$ cat config.mk
export PLATFORM = sky130hd
export DESIGN_NAME = accel_xtea_engine
export DESIGN_NICKNAME = d
export VERILOG_FILES = /design/src/rtl/accel_xtea_engine_pkg.sv /design/src/rtl/accel_xtea_engine_half_round.sv /design/src/rtl/accel_xtea_engine.sv
export SDC_FILE = /design/constraint.sdc
export NUM_CORES = 1
export LEC_CHECK = 0
export ABC_CLOCK_PERIOD_IN_PS = 8800
export BUFFER_PORTS_ARGS = -buffer_cell sky130_fd_sc_hd__buf_2
export CORE_MARGIN = 5
export CORE_UTILIZATION = 41
export DETAILED_ROUTE_END_ITERATION = 10
export PLACE_DENSITY_LB_ADDON = 0.2
export SETUP_SLACK_MARGIN = 0.02
export SYNTH_ARGS = -nofsm -noshare
export SYNTH_HDL_FRONTEND = slang
export SYNTH_SLANG_ARGS = --single-unit
$ cat constraint.sdc
create_clock -name clk -period 8.8 [get_ports clk]
set_input_delay 1.76 -clock clk [delete_from_list [all_inputs] [get_ports clk]]
set_output_delay 1.76 -clock clk [all_outputs]
set_load 0.03 [all_outputs]
$ cat src/rtl/accel_xtea_engine_pkg.sv
// Shared types and constants for the XTEA accelerator engine.
package accel_xtea_engine_pkg;

  localparam logic [31:0] XTEA_DELTA        = 32'h9E3779B9;
  localparam logic [31:0] XTEA_SUM_INIT_DEC = 32'hC6EF3720;

  // Engine FSM encoding kept as plain constants for legacy tooling.
  typedef logic [1:0] accel_state_e;
  localparam accel_state_e ACC_IDLE    = 2'd0;
  localparam accel_state_e ACC_CAPT_UH = 2'd1;
  localparam accel_state_e ACC_RUN     = 2'd2;

  typedef enum logic [1:0] {
    ACC_CMD_KEY,
    ACC_CMD_ENC,
    ACC_CMD_DEC
  } accel_cmd_e;

  // XTEA mixing function: ((x<<4) ^ (x>>5)) + x, mod 2^32.
  function automatic logic [31:0] xtea_f(input logic [31:0] x);
    return ((x << 4) ^ (x >> 5)) + x;
  endfunction

endpackage

$ cat src/rtl/accel_xtea_engine_half_round.sv
// One XTEA half-round, purely combinational. v_a is the word being updated,
// v_b feeds the mixing function. dir: 0 = encrypt, 1 = decrypt.
module accel_xtea_half_round
  import accel_xtea_engine_pkg::*;
(
  input  logic [31:0]  v_a,
  input  logic [31:0]  v_b,
  input  logic [31:0]  sum,
  input  logic [127:0] key,
  input  logic         dir,
  input  logic         phase,
  output logic [31:0]  v_next,
  output logic [31:0]  sum_next
);

  logic        use_low;
  logic [31:0] sum_eff;
  logic [1:0]  k_idx;
  logic [31:0] k_word;
  logic [31:0] mix;

  // Key word pick, mix and sum update. The decrypt phase-1 decrement is applied
  // before the key lookup so it exactly inverts the encrypt phase-0 step.
  always_comb begin
    use_low = (phase == dir);
    sum_eff = (dir && phase) ? sum - XTEA_DELTA : sum;
    k_idx   = use_low ? sum_eff[1:0] : sum_eff[12:11];
    case (k_idx)
      2'd0:    k_word = key[127:96];
      2'd1:    k_word = key[95:64];
      2'd2:    k_word = key[63:32];
      default: k_word = key[31:0];
    endcase
    mix      = xtea_f(v_b) ^ (sum_eff + k_word);
    v_next   = dir ? v_a - mix : v_a + mix;
    sum_next = dir ? sum_eff : (phase ? sum : sum + XTEA_DELTA);
  end

endmodule

$ cat src/rtl/accel_xtea_engine.sv
// XTEA accelerator responding to OPC_ACCEL strobes: serial operand capture,
// 128-bit key shift-in, and a one-half-round-per-clock encrypt/decrypt run.
module accel_xtea_engine
  import accel_xtea_engine_pkg::*;
#(
  parameter int NUM_CYCLES = 32,
  parameter int HALF_W     = 16
) (
  input  logic              clk,
  input  logic              rst_n,
  input  logic              load_key_i,
  input  logic              start_enc_i,
  input  logic              start_dec_i,
  input  logic              op_first_i,
  input  logic [HALF_W-1:0] rs1_half_i,
  input  logic [HALF_W-1:0] rs2_half_i,
  input  logic [1:0]        res_sel_i,
  output logic [HALF_W-1:0] res_half_o,
  output logic              busy_o,
  output logic              done_o,
  output logic              cmd_err_o
);

  localparam int          CW       = $clog2(2 * NUM_CYCLES);
  localparam logic [CW-1:0] CNT_LAST = CW'(2 * NUM_CYCLES - 1);
  localparam logic [31:0] SUM_DEC  = (NUM_CYCLES == 32) ? XTEA_SUM_INIT_DEC
                                                        : 32'(XTEA_DELTA * NUM_CYCLES);

  accel_state_e      state;
  accel_cmd_e        cmd;
  logic [HALF_W-1:0] lh1, lh2;
  logic [127:0]      key;
  logic [31:0]       v0, v1, sum;
  logic [CW-1:0]     cnt;
  logic              done, err;

  logic [2:0]        strb, exp_strb;
  accel_cmd_e        strb_cmd;
  logic [31:0]       rs1, rs2;
  logic              dir, upd_v0;
  logic [31:0]       v_a, v_b, v_next, sum_next;

  assign strb = {start_dec_i, start_enc_i, load_key_i};
  assign rs1  = {rs1_half_i, lh1};
  assign rs2  = {rs2_half_i, lh2};
  assign dir  = (cmd == ACC_CMD_DEC);
  // Encrypt updates v0 on phase 0, decrypt updates v1 on phase 0.
  assign upd_v0 = (cnt[0] == dir);
  assign v_a    = upd_v0 ? v0 : v1;
  assign v_b    = upd_v0 ? v1 : v0;

  // Strobe decode for the incoming command and the one expected on the UH cycle.
  always_comb begin
    strb_cmd = ACC_CMD_KEY;
    if (start_enc_i) strb_cmd = ACC_CMD_ENC;
    if (start_dec_i) strb_cmd = ACC_CMD_DEC;
    case (cmd)
      ACC_CMD_ENC: exp_strb = 3'b010;
      ACC_CMD_DEC: exp_strb = 3'b100;
      default:     exp_strb = 3'b001;
    endcase
  end

  accel_xtea_half_round u_half_round (
    .v_a      (v_a),
    .v_b      (v_b),
    .sum      (sum),
    .key      (key),
    .dir      (dir),
    .phase    (cnt[0]),
    .v_next   (v_next),
    .sum_next (sum_next)
  );

  // Command FSM, operand capture, key shift-in and round iteration.
  always_ff @(posedge clk or negedge rst_n) begin
    if (!rst_n) begin
      state <= ACC_IDLE;
      cmd   <= ACC_CMD_KEY;
      lh1   <= '0;
      lh2   <= '0;
      key   <= '0;
      v0    <= '0;
      v1    <= '0;
      sum   <= '0;
      cnt   <= '0;
      done  <= 1'b0;
      err   <= 1'b0;
    end else begin
      case (state)
        ACC_IDLE: begin
          if (|strb) begin
            if ($onehot(strb) && op_first_i) begin
              cmd   <= strb_cmd;
              lh1   <= rs1_half_i;
              lh2   <= rs2_half_i;
              done  <= 1'b0;
              err   <= 1'b0;
              state <= ACC_CAPT_UH;
            end else begin
              err <= 1'b1;
            end
          end
        end
        ACC_CAPT_UH: begin
          if (strb == exp_strb && !op_first_i) begin
            if (cmd == ACC_CMD_KEY) begin
              key   <= {key[63:0], rs2, rs1};
              state <= ACC_IDLE;
            end else begin
              v0    <= rs1;
              v1    <= rs2;
              cnt   <= '0;
              sum   <= dir ? SUM_DEC : 32'd0;
              state <= ACC_RUN;
            end
          end else begin
            err   <= 1'b1;
            state <= ACC_IDLE;
          end
        end
        ACC_RUN: begin
          if (|strb) err <= 1'b1;
          if (upd_v0) v0 <= v_next;
          else        v1 <= v_next;
          sum <= sum_next;
          cnt <= cnt + 1'b1;
          if (cnt == CNT_LAST) begin
            done  <= 1'b1;
            state <= ACC_IDLE;
          end
        end
        default: state <= ACC_IDLE;
      endcase
    end
  end

  assign busy_o    = (state == ACC_RUN);
  assign done_o    = done;
  assign cmd_err_o = err;

  // Result half read port, blanked while the block registers are in flux.
  always_comb begin
    res_half_o = '0;
    if (!busy_o) begin
      case (res_sel_i)
        2'd0:    res_half_o = v0[15:0];
        2'd1:    res_half_o = v0[31:16];
        2'd2:    res_half_o = v1[15:0];
        default: res_half_o = v1[31:16];
      endcase
    end
  end

endmodule

Word level (Yosys, flattened, before mapping)

Cells that the tools add are included.

Register bits: 268
Bits of input ports: 40
Output and inout port bits: 19
Logic and storage cells: 108

Add/subtract/negate cells: 9
Equality and inequality tests: 22
Muxes and demuxes: 43
Bitwise logic cells: 2
Reduce and logical (&&, ||, !) cells: 21

Operators by type and width:

| cell                     | count |
|---|---|
| $mux W32                 | 15 |
| $pmux W32 S2             | 3 |
| $add A32 B32 Y32         | 3 |
| $pmux W32 S3             | 1 |
| $pmux W16 S3             | 1 |
| $add A32 B32 Y32 const B | 1 |
| $sub A32 B32 Y32         | 1 |
| $sub A32 B32 Y32 const B | 1 |
| $xor A32 B27 Y32         | 1 |
| $xor A32 B32 Y32         | 1 |
| $reduce_and A4 Y1        | 5 |
| $mux W16                 | 1 |
| $mux W2                  | 7 |
| $mux W6                  | 2 |
| $ne A2 B2 Y1 const B     | 6 |
| $pmux W6 S2              | 1 |
| $reduce_and A3 Y1        | 4 |
| $eq A2 B1 Y1 const B     | 5 |
| $eq A2 B2 Y1 const B     | 4 |
| $logic_not A2 Y1         | 4 |
| $mux W1                  | 8 |
| $add A6 B1 Y6 const B    | 1 |
| $eq A6 B6 Y1 const B     | 1 |
| $ne A2 B1 Y1 const B     | 3 |
| other kinds (14)         | 17 |

Longest topological paths before layout

Word-level depth: 12
Depth in mapped cells: 39
Depth with buffers taken out: 37

By module

A second synthesis with hierarchy kept.

Cell total of the unflattened synthesis: 2571
Area, all modules: 21904.8 um^2

Modules (own cells, without submodules):

| module                | times used | cells each | area each (um^2) | sequential area each (um^2) |
|---|---|---|---|---|
| accel_xtea_engine     | 1          | 1359       | 13108.8          | 6706.4 |
| accel_xtea_half_round | 1          | 1212       | 8795.9           | 0.0 |

Worst setup path before layout

OpenSTA, ideal clock, no wires.

Path kind: register -> register
Start point: register sum[4]
End point: register v0[31]
Setup time: 0.125 ns
Arrival time: 7.613 ns
Required time: 8.675 ns
Slack: 1.062 ns
Cell stages (with the launch flop): 37
Buffers on the path: 4
Period minus slack after synthesis: 7.738 ns
Cell sequence: dfrtp_1 clkbuf_1 and3_1 a21oi_1 o21ai_1 and3_1 clkbuf_1 xor2_1 nand2_1 o21ai_0 clkbuf_1 buf_1 mux2i_1 o21ai_0 ha_1 inv_1 fa_1 nand2b_1 a21oi_1 xnor3_1 nand2_1 nor2_1 nand3_1 nor3b_1 and3_1 a21oi_1 xor2_1 ha_1 and3_1 and3_1 a211o_1 a41oi_1 nor3b_1 o31a_1 o41ai_1 or4_1 nand3_1

Longest elaborated chain between the ends: 11
Elaborated cells on any way between the ends: 14
Those cells by class: 4 x add/sub; 2 x eq/ne; 6 x mux; 1 x bitwise; 1 x reduce/logical

RTL lines:

| item                                                        | line                               | RTL |
|---|---|---|
| start: declaration                                          | accel_xtea_engine.sv:33            | `logic [31:0] v0, v1, sum;` |
| start signal: assignment                                    | accel_xtea_engine.sv:114           | `sum <= dir ? SUM_DEC : 32'd0;` |
| start signal: assignment                                    | accel_xtea_engine.sv:126           | `sum <= sum_next;` |
| $sub A32 B32 Y32                                            | accel_xtea_engine_half_round.sv:26 | `sum_eff = (dir && phase) ? sum - XTEA_DELTA : sum;` |
| $mux W32 (*)                                                | accel_xtea_engine_half_round.sv:26 |  |
| $mux W2                                                     | accel_xtea_engine_half_round.sv:27 | `k_idx = use_low ? sum_eff[1:0] : sum_eff[12:11];` |
| $eq A2 B2 Y1 (tied with other cells)                        | accel_xtea_engine_half_round.sv:28 | `case (k_idx)` |
| $pmux W32 S3                                                | accel_xtea_engine_half_round.sv:28 |  |
| $add A32 B32 Y32 (*)                                        | accel_xtea_engine_half_round.sv:34 | `mix = xtea_f(v_b) ^ (sum_eff + k_word);` |
| $xor A32 B32 Y32 (*)                                        | accel_xtea_engine_half_round.sv:34 |  |
| $add A32 B32 Y32 / $sub A32 B32 Y32 (equally long branches) | accel_xtea_engine_half_round.sv:35 | `v_next = dir ? v_a - mix : v_a + mix;` |
| $mux W32 (*)                                                | accel_xtea_engine_half_round.sv:35 |  |
| $mux W32 (*)                                                | accel_xtea_engine.sv:124           | `if (upd_v0) v0 <= v_next;` |
| $pmux W32 S2 (*)                                            | accel_xtea_engine.sv:90            | `case (state)` |
| end signal: assignment                                      | accel_xtea_engine.sv:111           | `v0 <= rs1;` |
| end signal: assignment                                      | accel_xtea_engine.sv:124           |  |
| end: declaration                                            | accel_xtea_engine.sv:33            |  |

Mark *: on every way between the ends. The rest lies on a longest branch, timed or not. The select of a mux whose other input is x is not followed.
A chain may end at the register's enable or synchronous reset.

Final worst setup path

Start point: register sum[0]
End point: register v0[31]

The elaborated chain is that of the path after synthesis.

==> flow_summary.ini <==
[final_layout]
area_growth_pct = 10.26
nets = 2390
layout_commonest_cell = dfrtp_1
final_cell_mix = dfrtp_1 (268), mux2_2 (238), nand2_1 (217), a21oi_1 (180), nor2_1 (165)
utilization = 0.4548
n_fill_cell = 4876
drive_gt1_frac = 0.1917
multi_input_area_sq_um = 13310
regArea_sq_um = 6706

[synthesis]
synth.distinct_cells = 85
async_flop_share = 1.000
seq_area_frac_synth = 0.3261
synthesis.nets = 2387
synth_ff_type = dfrtp_1
ys_ff_latch = 268
synth_edf_count = 0
syn_inst = 2232
synthesis.area_sq_um = 20570
synth_area_per_cell_sq_um = 9.215
yosys_warnings = 0

[global_route]
grt_overflow = 0
grt_usage = 0.2298
grt_start_max_net_pins = 165
antenna_found_initial = 2
grt_pass1_wl_microns = 98290
grt_pass1_vias = 16237

[timing]
worst_pin_slew_ns = 1.177
max_freq_mhz = 120.4
setup_viol = 0
period_share = 0.9436
post-route-min-period_ns = 8.304
finalSetupTns_ns = 0
finClkSkew_ns = 0.01209
finalHoldViolations = 0
rsz0062_at_grt = no
slew_headroom = 0.1952
slew_violations = 0

[hold_path]
hp-class = flop to flop

[route]
totalWireLength_microns = 64020
routedWlPerCell_microns = 21.83
drt_iter0_markers = 1194
drcViolationCount = 0
vias_per_cell = 5.761
drt_pass1_iterations = 5
vias = 16898
ant_nets = 0

[setup_path]
cp-end-kind = flop
cpPeakStageDelay_ns = 0.54
crit_top_cell = ha_1
cp_slowest_cell = xnor3_1
cp_top_family = simple AND/OR/NAND/NOR gates
path_class = flop to flop
worstPathArrival_ns = 8.82
worst_setup_path_start_kind = flop
crit_buf_inv = 3
crit_fanout = 30
critPathRequiredTime_ns = 9.32

[outcome]
status = complete, no violations

[die]
die_h_microns = 234.0
ios = 59
start_util = 0.4125
core_sq_um = 49860
die_w_microns = 234.0
die-area_sq_um = 54740
rows = 82

[clocking]
path_clk_slew_ns = 0.06
insertion_delay_ns = 0.58
cts_hold_buffers = 0
root_buffer = clkbuf_16
cts.sinks = 268
ctsResizeCount = 0
cts_tree = done
numCtsBuffers = 30
clk_path_buf_depth = 3
cts_setup_buffers = 0
htreeDepth = 1

[run]
max-cap-violations = 0

[placement]
gp_congestion = 0.9366
numPortBuffers = 58
dp_hpwl_microns = 48430
==> synth_stat cells, types with 21 or more instances <==
cell type	count	share of area
nand3_1	37	0.0090
a21o_1	49	0.018
inv_1	54	0.0099
nor2_1	166	0.030
o21ai_0	145	0.035
nor3_1	37	0.0090
clkbuf_1	102	0.019
nand4_1	23	0.0070
mux2i_1	66	0.032
and3_1	21	0.0064
a21oi_1	182	0.044
ha_1	111	0.068
dfrtp_1	268	0.33
xnor2_1	122	0.052
mux2_2	238	0.13
xor2_1	66	0.028
and2_1	28	0.0085
nand2_1	218	0.040
a31oi_1	35	0.011
==> layer usage <==
metal	global-route usage	part of all wire	up-vias
li1	-	-	8029
met1	0.3280	0.46	8311
met2	0.3700	0.46	457
met3	0.02870	0.049	99
met4	0.06350	0.030	2
met5	0	0.00020	-
==> worst reg2reg max path: cells and delay by family (launching register included) <==
family / cells / cell delay (ns)
DFF: 1 / 0.46
muxes: 1 / 0.35
xor gates and xnor gates: 3 / 0.95
adders and majority gates: 3 / 1.11
buffers and inverters: 3 / 0.64
and+or+nand+nor: 13 / 2.84
AOI/OAI and AO/OA: 9 / 1.88
==> flip-flops by register name, indices dropped and copies added (netlist names) <==
name	cells
key	128
lh1	16
v1	32
cmd_err_o	1
state	2
done_o	1
v0	32
cnt	6
lh2	16
sum	32
cmd	2
==> cells by family (layout without fill, tap and decap cells) <==
family	Yosys count	count (layout)	share of synthesized area
muxes	320	320	0.1799
AOI/OAI and AO/OA	551	551	0.1661
other	0	2	0
xor gates and xnor gates	196	196	0.08821
adders and majority gates	115	115	0.07142
buffers and inverters	178	205	0.03267
DFF	268	268	0.3261
and+or+nand+nor	604	604	0.1355
==> final timing paths <==
| check | start | endpoint | slack, ns | depth (start not counted) |
|---|---|---|---|---|
| max in group asynchronous | rst_n | key[37]$_DFFE_PN0P_ | 6.16 | 2 |
| worst min-delay path | key[91]$_DFFE_PN0P_ | key[91]$_DFFE_PN0P_ | 0.50 | 1 |
| worst min register to register | key[91]$_DFFE_PN0P_ | key[91]$_DFFE_PN0P_ | 0.50 | 1 |
| worst max-delay path | sum[0]$_DFFE_PN0P_ | v0[31]$_DFFE_PN0P_ | 0.50 | 32 |
| worst max register to register | sum[0]$_DFFE_PN0P_ | v0[31]$_DFFE_PN0P_ | 0.50 | 32 |
| min in group asynchronous | rst_n | key[29]$_DFFE_PN0P_ | 1.23 | 1 |
==> final cells by class <==
cell class | instances | share of cell area
Antenna cell | 2 | 0.0002207
Clock buffer | 48 | 0.04055
Clock inverter | 8 | 0.003200
Inverter | 55 | 0.009159
Multi-Input combinational cell | 1786 | 0.5867
Sequential cell | 268 | 0.2957
Tap cell | 672 | 0.03708
Timing Repair Buffer | 94 | 0.02737
==> metrics by stage <==
step	cell area (sq um)	worst slack (ns)	hold slack [ns]	instances
after floorplan	20570	1.062	0.4754	2232
after global placement	21630	0.5890	0.4828	2875
after detailed placement	21630	0.3609	0.4894	2875
after CTS	22620	0.3014	0.5029	2931
after global routing	22670	0.01142	0.5075	2931
final	22680	0.4959	0.5009	2933
Power is not shown: default switching activity piles up to over one toggle a cycle in this logic, so the estimate is an artifact.
